$ cat config.mk
export PLATFORM = sky130hd
export DESIGN_NAME = alu_sched
export DESIGN_NICKNAME = d
export VERILOG_FILES = /design/src/rtl/alu_pkg.sv /design/src/rtl/alu_core.sv /design/src/rtl/alu_sched.sv
export SDC_FILE = /design/constraint.sdc
export NUM_CORES = 1
export LEC_CHECK = 0
export ABC_AREA = 0
export CORE_ASPECT_RATIO = 1.1
export CORE_MARGIN = 1
export CORE_UTILIZATION = 51
export DETAILED_ROUTE_END_ITERATION = 10
export GPL_TIMING_DRIVEN = 0
export PLACE_DENSITY = 0.84
export SYNTH_ARGS = -nofsm -noshare
export SYNTH_HDL_FRONTEND = slang
export SYNTH_SLANG_ARGS = --single-unit
$ cat constraint.sdc
create_clock -name clk -period 5.55 [get_ports clk]
set_input_delay 1.11 -clock clk [delete_from_list [all_inputs] [get_ports clk]]
set_output_delay 1.11 -clock clk [all_outputs]
set_load 0.01 [all_outputs]
$ cat src/rtl/alu_pkg.sv
// Shared definitions for the Y86 ALU scheduler.
// Function codes, FSM states and condition-code bit positions.
package alu_pkg;

    localparam logic [1:0] ALU_ADD = 2'd0;
    localparam logic [1:0] ALU_SUB = 2'd1;
    localparam logic [1:0] ALU_AND = 2'd2;
    localparam logic [1:0] ALU_XOR = 2'd3;

    typedef enum logic [1:0] {
        IDLE = 2'd0,
        EXEC = 2'd1,
        RESP = 2'd2
    } state_e;

    localparam int CC_ZF = 0;
    localparam int CC_SF = 1;
    localparam int CC_OF = 2;
    localparam int CC_W  = 3;

endpackage

$ cat src/rtl/alu_core.sv
// Combinational ALU: add/sub/and/xor units muxed by fn.
// Also derives zero, sign and signed-overflow flags.
module alu_core
    import alu_pkg::*;
#(
    parameter int WIDTH = 64
) (
    input  logic [1:0]       fn,
    input  logic [WIDTH-1:0] a,
    input  logic [WIDTH-1:0] b,
    output logic [WIDTH-1:0] r,
    output logic             zf,
    output logic             sf,
    output logic             of
);

    logic [WIDTH-1:0] add_r;
    logic [WIDTH-1:0] sub_r;
    logic [WIDTH-1:0] and_r;
    logic [WIDTH-1:0] xor_r;
    logic             sa;
    logic             sb;

    assign add_r = a + b;
    assign sub_r = a - b;
    assign and_r = a & b;
    assign xor_r = a ^ b;
    assign sa    = a[WIDTH-1];
    assign sb    = b[WIDTH-1];

    // Select the unit output and its overflow rule
    always_comb begin
        r  = '0;
        of = 1'b0;
        unique case (fn)
            ALU_ADD: begin
                r  = add_r;
                of = (sa == sb) && (add_r[WIDTH-1] != sa);
            end
            ALU_SUB: begin
                r  = sub_r;
                of = (sa != sb) && (sub_r[WIDTH-1] != sa);
            end
            ALU_AND: r = and_r;
            ALU_XOR: r = xor_r;
        endcase
    end

    assign zf = (r == '0);
    assign sf = r[WIDTH-1];

endmodule

$ cat src/rtl/alu_sched.sv
// Two-port round-robin scheduler around the shared ALU.
// Issues one op at a time, registers result and condition codes.
module alu_sched
    import alu_pkg::*;
#(
    parameter int WIDTH = 64
) (
    input  logic             clk,
    input  logic             rst_n,
    input  logic             req0_valid,
    output logic             req0_ready,
    input  logic [1:0]       req0_fn,
    input  logic [WIDTH-1:0] req0_a,
    input  logic [WIDTH-1:0] req0_b,
    input  logic             req0_set_cc,
    input  logic             req1_valid,
    output logic             req1_ready,
    input  logic [1:0]       req1_fn,
    input  logic [WIDTH-1:0] req1_a,
    input  logic [WIDTH-1:0] req1_b,
    input  logic             req1_set_cc,
    output logic             resp_valid,
    input  logic             resp_ready,
    output logic             resp_id,
    output logic [WIDTH-1:0] resp_result,
    output logic             cc_zf,
    output logic             cc_sf,
    output logic             cc_of
);

    state_e            state_q, state_d;
    logic              last_grant_q, last_grant_d;
    logic [1:0]        fn_q, fn_d;
    logic [WIDTH-1:0]  a_q, a_d;
    logic [WIDTH-1:0]  b_q, b_d;
    logic              set_cc_q, set_cc_d;
    logic              id_q, id_d;
    logic              resp_valid_q, resp_valid_d;
    logic              resp_id_q, resp_id_d;
    logic [WIDTH-1:0]  resp_result_q, resp_result_d;
    logic [CC_W-1:0]   cc_q, cc_d;

    logic              any_req;
    logic              grant_id;
    logic [WIDTH-1:0]  core_r;
    logic              core_zf;
    logic              core_sf;
    logic              core_of;

    alu_core #(.WIDTH(WIDTH)) u_core (
        .fn (fn_q),
        .a  (a_q),
        .b  (b_q),
        .r  (core_r),
        .zf (core_zf),
        .sf (core_sf),
        .of (core_of)
    );

    assign any_req  = req0_valid | req1_valid;
    assign grant_id = (req0_valid & req1_valid) ? ~last_grant_q
                                                : req1_valid;

    // Arbitration, operand capture and FSM next-state
    always_comb begin
        state_d       = state_q;
        last_grant_d  = last_grant_q;
        fn_d          = fn_q;
        a_d           = a_q;
        b_d           = b_q;
        set_cc_d      = set_cc_q;
        id_d          = id_q;
        resp_valid_d  = resp_valid_q;
        resp_id_d     = resp_id_q;
        resp_result_d = resp_result_q;
        cc_d          = cc_q;
        req0_ready    = 1'b0;
        req1_ready    = 1'b0;
        unique case (state_q)
            IDLE: begin
                if (rst_n && any_req) begin
                    req0_ready   = ~grant_id;
                    req1_ready   = grant_id;
                    last_grant_d = grant_id;
                    id_d         = grant_id;
                    fn_d         = grant_id ? req1_fn     : req0_fn;
                    a_d          = grant_id ? req1_a      : req0_a;
                    b_d          = grant_id ? req1_b      : req0_b;
                    set_cc_d     = grant_id ? req1_set_cc : req0_set_cc;
                    state_d      = EXEC;
                end
            end
            EXEC: begin
                resp_result_d = core_r;
                resp_id_d     = id_q;
                resp_valid_d  = 1'b1;
                if (set_cc_q) begin
                    cc_d[CC_ZF] = core_zf;
                    cc_d[CC_SF] = core_sf;
                    cc_d[CC_OF] = core_of;
                end
                state_d = RESP;
            end
            RESP: begin
                if (resp_ready) begin
                    resp_valid_d = 1'b0;
                    state_d      = IDLE;
                end
            end
            default: state_d = IDLE;
        endcase
    end

    // State and output registers with synchronous reset
    always_ff @(posedge clk) begin
        if (!rst_n) begin
            state_q       <= IDLE;
            last_grant_q  <= 1'b1;
            fn_q          <= ALU_ADD;
            a_q           <= '0;
            b_q           <= '0;
            set_cc_q      <= 1'b0;
            id_q          <= 1'b0;
            resp_valid_q  <= 1'b0;
            resp_id_q     <= 1'b0;
            resp_result_q <= '0;
            cc_q          <= CC_W'(1) << CC_ZF;
        end else begin
            state_q       <= state_d;
            last_grant_q  <= last_grant_d;
            fn_q          <= fn_d;
            a_q           <= a_d;
            b_q           <= b_d;
            set_cc_q      <= set_cc_d;
            id_q          <= id_d;
            resp_valid_q  <= resp_valid_d;
            resp_id_q     <= resp_id_d;
            resp_result_q <= resp_result_d;
            cc_q          <= cc_d;
        end
    end

    assign resp_valid  = resp_valid_q;
    assign resp_id     = resp_id_q;
    assign resp_result = resp_result_q;
    assign cc_zf       = cc_q[CC_ZF];
    assign cc_sf       = cc_q[CC_SF];
    assign cc_of       = cc_q[CC_OF];

endmodule

== Word-level counts from Yosys, hierarchy flattened ==
Index checks and enable logic that the tools add are counted.
Word-level totals
  logic and storage cells: 57
  input bits: 267
  output and inout port bits: 71
  register bits: 204
Operators by class
  bitwise operators: 6
  mux-type cells: 16
  reductions and logical operators: 11
  add/sub/neg operators: 2
  equal/unequal tests: 11
Operators with widths (number)
  case mux 64 bit (4 select lines): 1
  2-to-1 mux 64 bit: 2
  adder 64 bit: 1
  bitwise AND 64 bit: 1
  logical NOT 64 bit: 1
  subtractor 64 bit: 1
  bitwise XOR 64 bit: 1
  AND reduction 2 bit: 4
  2-to-1 mux 1 bit: 7
  == test 2 bit (second input constant): 3
  2-to-1 mux 2 bit: 3
  case mux 2 bit (3 select lines): 1
  == test 2 x 1 -> 1 bit (second input constant): 2
  logical NOT 2 bit: 2
  inequality test 2 bit (second input constant): 2
  case mux 1 bit (2 select lines): 2
  logical AND 1 bit: 3
  inequality test 1 bit: 3
  inverter 1 bit: 2
  nonzero test 2 bit: 1
  bitwise AND 1 bit: 1
  == test 1 bit: 1
  OR 1 bit: 1

== Longest topological paths before layout ==
  word-level depth: 5
  mapped depth: 17
  mapped depth without buffers: 16

== By module ==
From an unflattened synthesis, not the netlist that was laid out.
Unflattened totals
  cells, all modules: 2740
  area, all modules: 19374.8 um2
By module, submodules not included
  alu_core: times used 1, sequential area each 0.0 um2, area each 10503.8 um2, cells an instance 1676
  alu_sched: times used 1, sequential area each 4083.9 um2, area each 8871.0 um2, cells an instance 1064

== Least setup slack after synthesis ==
OpenSTA, ideal clock, no wires.
  kind: flip-flop to flip-flop
  start point: register b_q[0]
  end point: register cc_q[0]
  period minus slack after synthesis: 4057 ps
  required time: 5477 ps
  stages on the path, launching flop included: 16
  arrival: 3984 ps
  setup slack: 1493 ps
  cell sequence: dfxtp_1 -> ha_1 -> fa_1 -> nor2b_2 -> o311ai_4 -> a21oi_2 -> o311ai_4 -> a31oi_2 -> a41oi_2 -> xnor2_1 -> a221o_1 -> or4b_1 -> or4_1 -> nor4_2 -> nand4_1 -> o211ai_2
On the way
  cells in the longest elaborated chain, start to end: 3
  elaborated cells on any way between the ends: 6
  classes of those cells: add/sub (2); mux (1); bitwise (2); reduce/logical (1)
RTL lines
  from (decl): line alu_sched.sv:35  | logic [WIDTH-1:0] b_q, b_d;
  from (signal assigned): line alu_sched.sv:121  | b_q <= '0;
  from (signal assigned): line alu_sched.sv:133  | b_q <= b_d;
  subtractor 64 bit, or another cell as far along: line alu_core.sv:25  | assign sub_r = a - b;
  case mux 64 bit (4 select lines) *: line alu_core.sv:35  | unique case (fn)
  logical NOT 64 bit *: line alu_core.sv:49  | assign zf = (r == '0);
  to (signal assigned): line alu_sched.sv:127  | cc_q <= CC_W'(1) << CC_ZF;
  to (decl): line alu_sched.sv:41  | logic [CC_W-1:0] cc_q, cc_d;
Every way passes the cells marked *; elsewhere a longest branch is shown, timed or not.
A chain may end at the register's enable or synchronous reset.

== Worst setup path after layout ==
  start point: register fn_q[1]
  end point: register cc_q[0]
On the way
  cells in the longest elaborated chain, start to end: 3
  elaborated cells on any way between the ends: 6
  classes of those cells: eq/ne (3); mux (1); reduce/logical (2)
RTL lines
  from (decl): line alu_sched.sv:33  | logic [1:0] fn_q, fn_d;
  from (signal assigned): line alu_sched.sv:131  | fn_q <= fn_d;
  == test 2 bit, or another cell as far along: line alu_core.sv:35
  case mux 64 bit (4 select lines) *: line alu_core.sv:35
  logical NOT 64 bit *: line alu_core.sv:49
Marked as above.

==> results summary <==
The flow ran to the end, but the final reports show violations. The final reports fail on max-capacitance violations, negative setup slack. The effective utilization at floorplan is 52.1%. Net switching is 45.4% of the power.

The transition time at the pin with the least slew margin came out at 1.48 ns. The final hold violation count was 0. The worst hold margin came out at 0.470 ns. The largest fanout of any net on the critical path came out at 10. Setup repair after global routing could not meet its margin everywhere. The maximum count of clock buffers along a single path is 3. Counting flops with a built-in enable in the synthesized netlist gives 0. After detailed routing, the number of remaining DRC violations is 0.

The count of TritonRoute iterations in the first routing pass is 7. The synthesized design contains 204 register bits. The final total negative setup slack is -0.254 ns.

The post-route clock period utilization came out at 105%. The power density of the placed cells came out at 289 nW/µm². The final-report max-slew violation count came out at 0. 338 I/O pins were placed. The post-route total power came out at 0.00705 W. Summing the sequential cell areas from Yosys gives 20.9% of the chip area. The minimum period implied by the final worst setup slack came out at 5.80 ns. The number of hold buffers added after cts is 0. The cell-internal power is 0.00385 W. The count of different cell masters after synthesis is 89. Counting every sink on the clock net gives 204. The global-route wire length before repair came out at 140 mm. Post-CTS repair changed the size of 13 cells. The largest net degree at the start of global routing came out at 13.

After the last flow step, the layout net total stands at 3397. The synthesized netlist occupies a cell area of 19500 µm². The clock transition at the register clock pins on the worst setup and hold paths after CTS is 0.06 ns. The area of the die is 39000 µm². The relative contribution of combinational cells to total power is 51.1%. The site row count came out at 74. In this run, the clock network consumes 24.0% of the power.

The overall via count from detail_route came out at 23900. The count of warnings emitted by yosys is 0. Routability-driven placement finished with a final weighted congestion of 1.07. The routed via count divided by cell count came out at 6.80. When the netlist entered floorplanning its net count stood at 3036.

The worst max-slew margin expressed relative to the limit came out at 1.19%. The static leakage is 11.1 nW. The chip width is 188 µm. The count of input and output buffers came out at 337.

The area inside the core boundary came out at 37400 µm². Setup violations remaining at the end of the flow were counted as 1. The tree is rooted in a sky130_fd_sc_hd__clkbuf_16.

The kind of critical path is flip-flop to flip-flop. The post-CTS setup repair buffer count is 0. The antenna violation net count after detailed routing came out at 0.

The routed wire length came out at 96.0 mm. The wire-length estimate of the detail-placed layout is 74.1 mm. The area overhead of the layout relative to synthesis is 25.2%. The count of max-cap constraint violations is 1. Across the routed clock network, the largest skew measured is 0.0328 ns.

The number of buffers inserted during clock tree synthesis is 24. The clock latency of the later-clocked register in the worst-skew pair is 0.59 ns. The share of layout cells above drive strength 1 came out at 3.91%. The register share of total power came out at 24.9%. The remaining global-route overflow came out at 0. STA classifies the critical path startpoint as a flip-flop.

CTS built an H-tree with a depth of 1. In the post-route analysis, the smallest setup slack over all paths is -0.254 ns. The switching power came out at 0.00320 W. The data arrival time of the critical path is 6.31 ns. The sort of element at the end of the critical path is a flip-flop. Across the VDD grid, the largest voltage drop is 0.227 mV. The share of flip-flops with an asynchronous set or reset after synthesis came out at 0%. For this run, the leading register cell type out of synthesis is sky130_fd_sc_hd__dfxtp_1. The tightest min-delay check is of the flip-flop to flip-flop type.

The number of design-rule violations left by the first detailed-router iteration is 3083. The number of instances in the synthesized netlist is 2639. The overall die height is 207 µm.

The timing-limited maximum frequency is 172 MHz. The post-synthesis area per instance is 7.39 µm². The initial antenna violation count is 3. The via count of the first global-routing pass came out at 23000. The endpoint required time on the critical path came out at 6.05 ns. The mean routed wirelength per cell is 27.3 µm.

In the global route stage, overall resource usage came out at 47.2%. TritonCTS built the clock tree.
-- final timing paths --
kind	start	to	slack, ns	cells after the start
setup / recovery	fn_q[1]$_SDFFE_PN0P_	cc_q[0]$_SDFFE_PN1P_	-0.25	12
hold / removal	last_grant_q$_SDFFE_PN1P_	last_grant_q$_SDFFE_PN1P_	0.47	2
setup reg to reg	fn_q[1]$_SDFFE_PN0P_	cc_q[0]$_SDFFE_PN1P_	-0.25	12
hold reg to reg	last_grant_q$_SDFFE_PN1P_	last_grant_q$_SDFFE_PN1P_	0.47	2
-- through the flow --
stage	setup slack (ns)	area, µm²	std cells	utilization (%)
after detailed placement	-0.675	23500	3470	62.8
after global placement	-0.642	23500	3470	62.8
after floorplan	1.49	19500	2639	-
after CTS	0.0167	24300	3512	65.0
after global routing	-0.0423	24400	3512	65.2
final	-0.254	24400	3513	65.2
-- cells by family after synthesis --
group	synth area share (%)
AOI/OAI and AO/OA	31.1
adders and majority gates	8.42
xor gates and xnor gates	1.66
DFF	20.9
and+or+nand+nor	21.7
buffers and inverters	6.42
muxes	9.83
-- layer usage --
metal  part of all wire, %  track usage (%)  up-vias  routed length [µm]
met5                     0                0        -                   0
met4                   7.8             30.7        0                7480
met3                    12             11.0      451               11800
met2                    43             74.4     1863               41500
met1                    37             57.4    11200               35200
li1                      -                -    10400                   -
-- registers in the layout, indices dropped and copies added (netlist names), 2 cells and up --
name and flops:
a_q 64, resp_result 64, b_q 64, cc_q 3, state_q 2, fn_q 2
-- power by group through the flow --
stage | combinational, W | sequential (W) | clock [W]
floorplan | 0.00208 | 0.00175 | 0
detailed placement | 0.00337 | 0.00177 | 0
global route | 0.00373 | 0.00177 | 0.00173
global placement | 0.00333 | 0.00176 | 0
CTS | 0.00340 | 0.00175 | 0.00167
finish | 0.00360 | 0.00176 | 0.00169
-- area by class of cell --
cell class | count | area [µm²]
multi-input cells | 2107 | 14200
fillers | 3291 | 13000
flip-flops and latches | 204 | 4080
repair buffers | 337 | 3370
plain buffers | 192 | 783
clock buffers | 35 | 682
well taps | 494 | 618
inverters | 134 | 503
clock inverters | 8 | 126
diodes | 2 | 5.00
-- worst max-delay path, cell delays in order, from the launching register on --
cell and delay (ns):
sky130_fd_sc_hd__dfxtp_1 0.85, sky130_fd_sc_hd__inv_1 0.12, sky130_fd_sc_hd__clkbuf_1 0.41, sky130_fd_sc_hd__nand2_1 0.64, sky130_fd_sc_hd__clkbuf_2 0.49, sky130_fd_sc_hd__clkbuf_1 0.71, sky130_fd_sc_hd__buf_1 0.71, sky130_fd_sc_hd__nor2_1 0.12
sky130_fd_sc_hd__a211oi_1 0.74, sky130_fd_sc_hd__o211ai_1 0.23, sky130_fd_sc_hd__nor4_2 0.28, sky130_fd_sc_hd__nand4_1 0.21, sky130_fd_sc_hd__o211ai_2 0.18
-- cell usage after synthesis, types with 29 or more instances --
master                       n  area [µm²]
sky130_fd_sc_hd__nand4_1    47         294
sky130_fd_sc_hd__o211a_1   158        1580
sky130_fd_sc_hd__a21oi_1   199         996
sky130_fd_sc_hd__mux2i_1   178        1780
sky130_fd_sc_hd__and2_1     30         188
sky130_fd_sc_hd__buf_1      32         120
sky130_fd_sc_hd__a211oi_1   29         218
sky130_fd_sc_hd__clkbuf_1  149         559
sky130_fd_sc_hd__ha_1      128        1600
sky130_fd_sc_hd__o31ai_1    48         360
sky130_fd_sc_hd__xnor2_1    34         298
sky130_fd_sc_hd__nor2_1    222         833
sky130_fd_sc_hd__inv_1     126         473
sky130_fd_sc_hd__nor4_1     47         294
sky130_fd_sc_hd__nand3_1    44         220
sky130_fd_sc_hd__o21ai_0   138         691
sky130_fd_sc_hd__dfxtp_1   204        4080
sky130_fd_sc_hd__nand2_1   358        1340
sky130_fd_sc_hd__nor3_1     45         225
-- cells in the final DEF, fill, tap and decap left out, types with 22 or more instances in the layout --
master	instances
sky130_fd_sc_hd__a31oi_1	24
sky130_fd_sc_hd__nor2_1	222
sky130_fd_sc_hd__xnor2_1	34
sky130_fd_sc_hd__clkdlybuf4s50_1	337
sky130_fd_sc_hd__ha_1	128
sky130_fd_sc_hd__nor3_1	45
sky130_fd_sc_hd__a21boi_0	25
sky130_fd_sc_hd__and2_1	30
sky130_fd_sc_hd__clkbuf_1	145
sky130_fd_sc_hd__o211ai_1	22
sky130_fd_sc_hd__o31ai_1	47
sky130_fd_sc_hd__o21bai_1	27
sky130_fd_sc_hd__o211a_1	158
sky130_fd_sc_hd__buf_1	25
sky130_fd_sc_hd__a21oi_1	199
sky130_fd_sc_hd__o21ai_0	138
sky130_fd_sc_hd__inv_1	126
sky130_fd_sc_hd__nor2b_1	27
sky130_fd_sc_hd__clkbuf_16	24
sky130_fd_sc_hd__nand3_1	44
sky130_fd_sc_hd__nor4_1	46
sky130_fd_sc_hd__dfxtp_1	204
sky130_fd_sc_hd__mux2i_1	178
sky130_fd_sc_hd__a211oi_1	27
sky130_fd_sc_hd__nand2_1	358
sky130_fd_sc_hd__nand4_1	47
(Power assumes the default switching activity.)
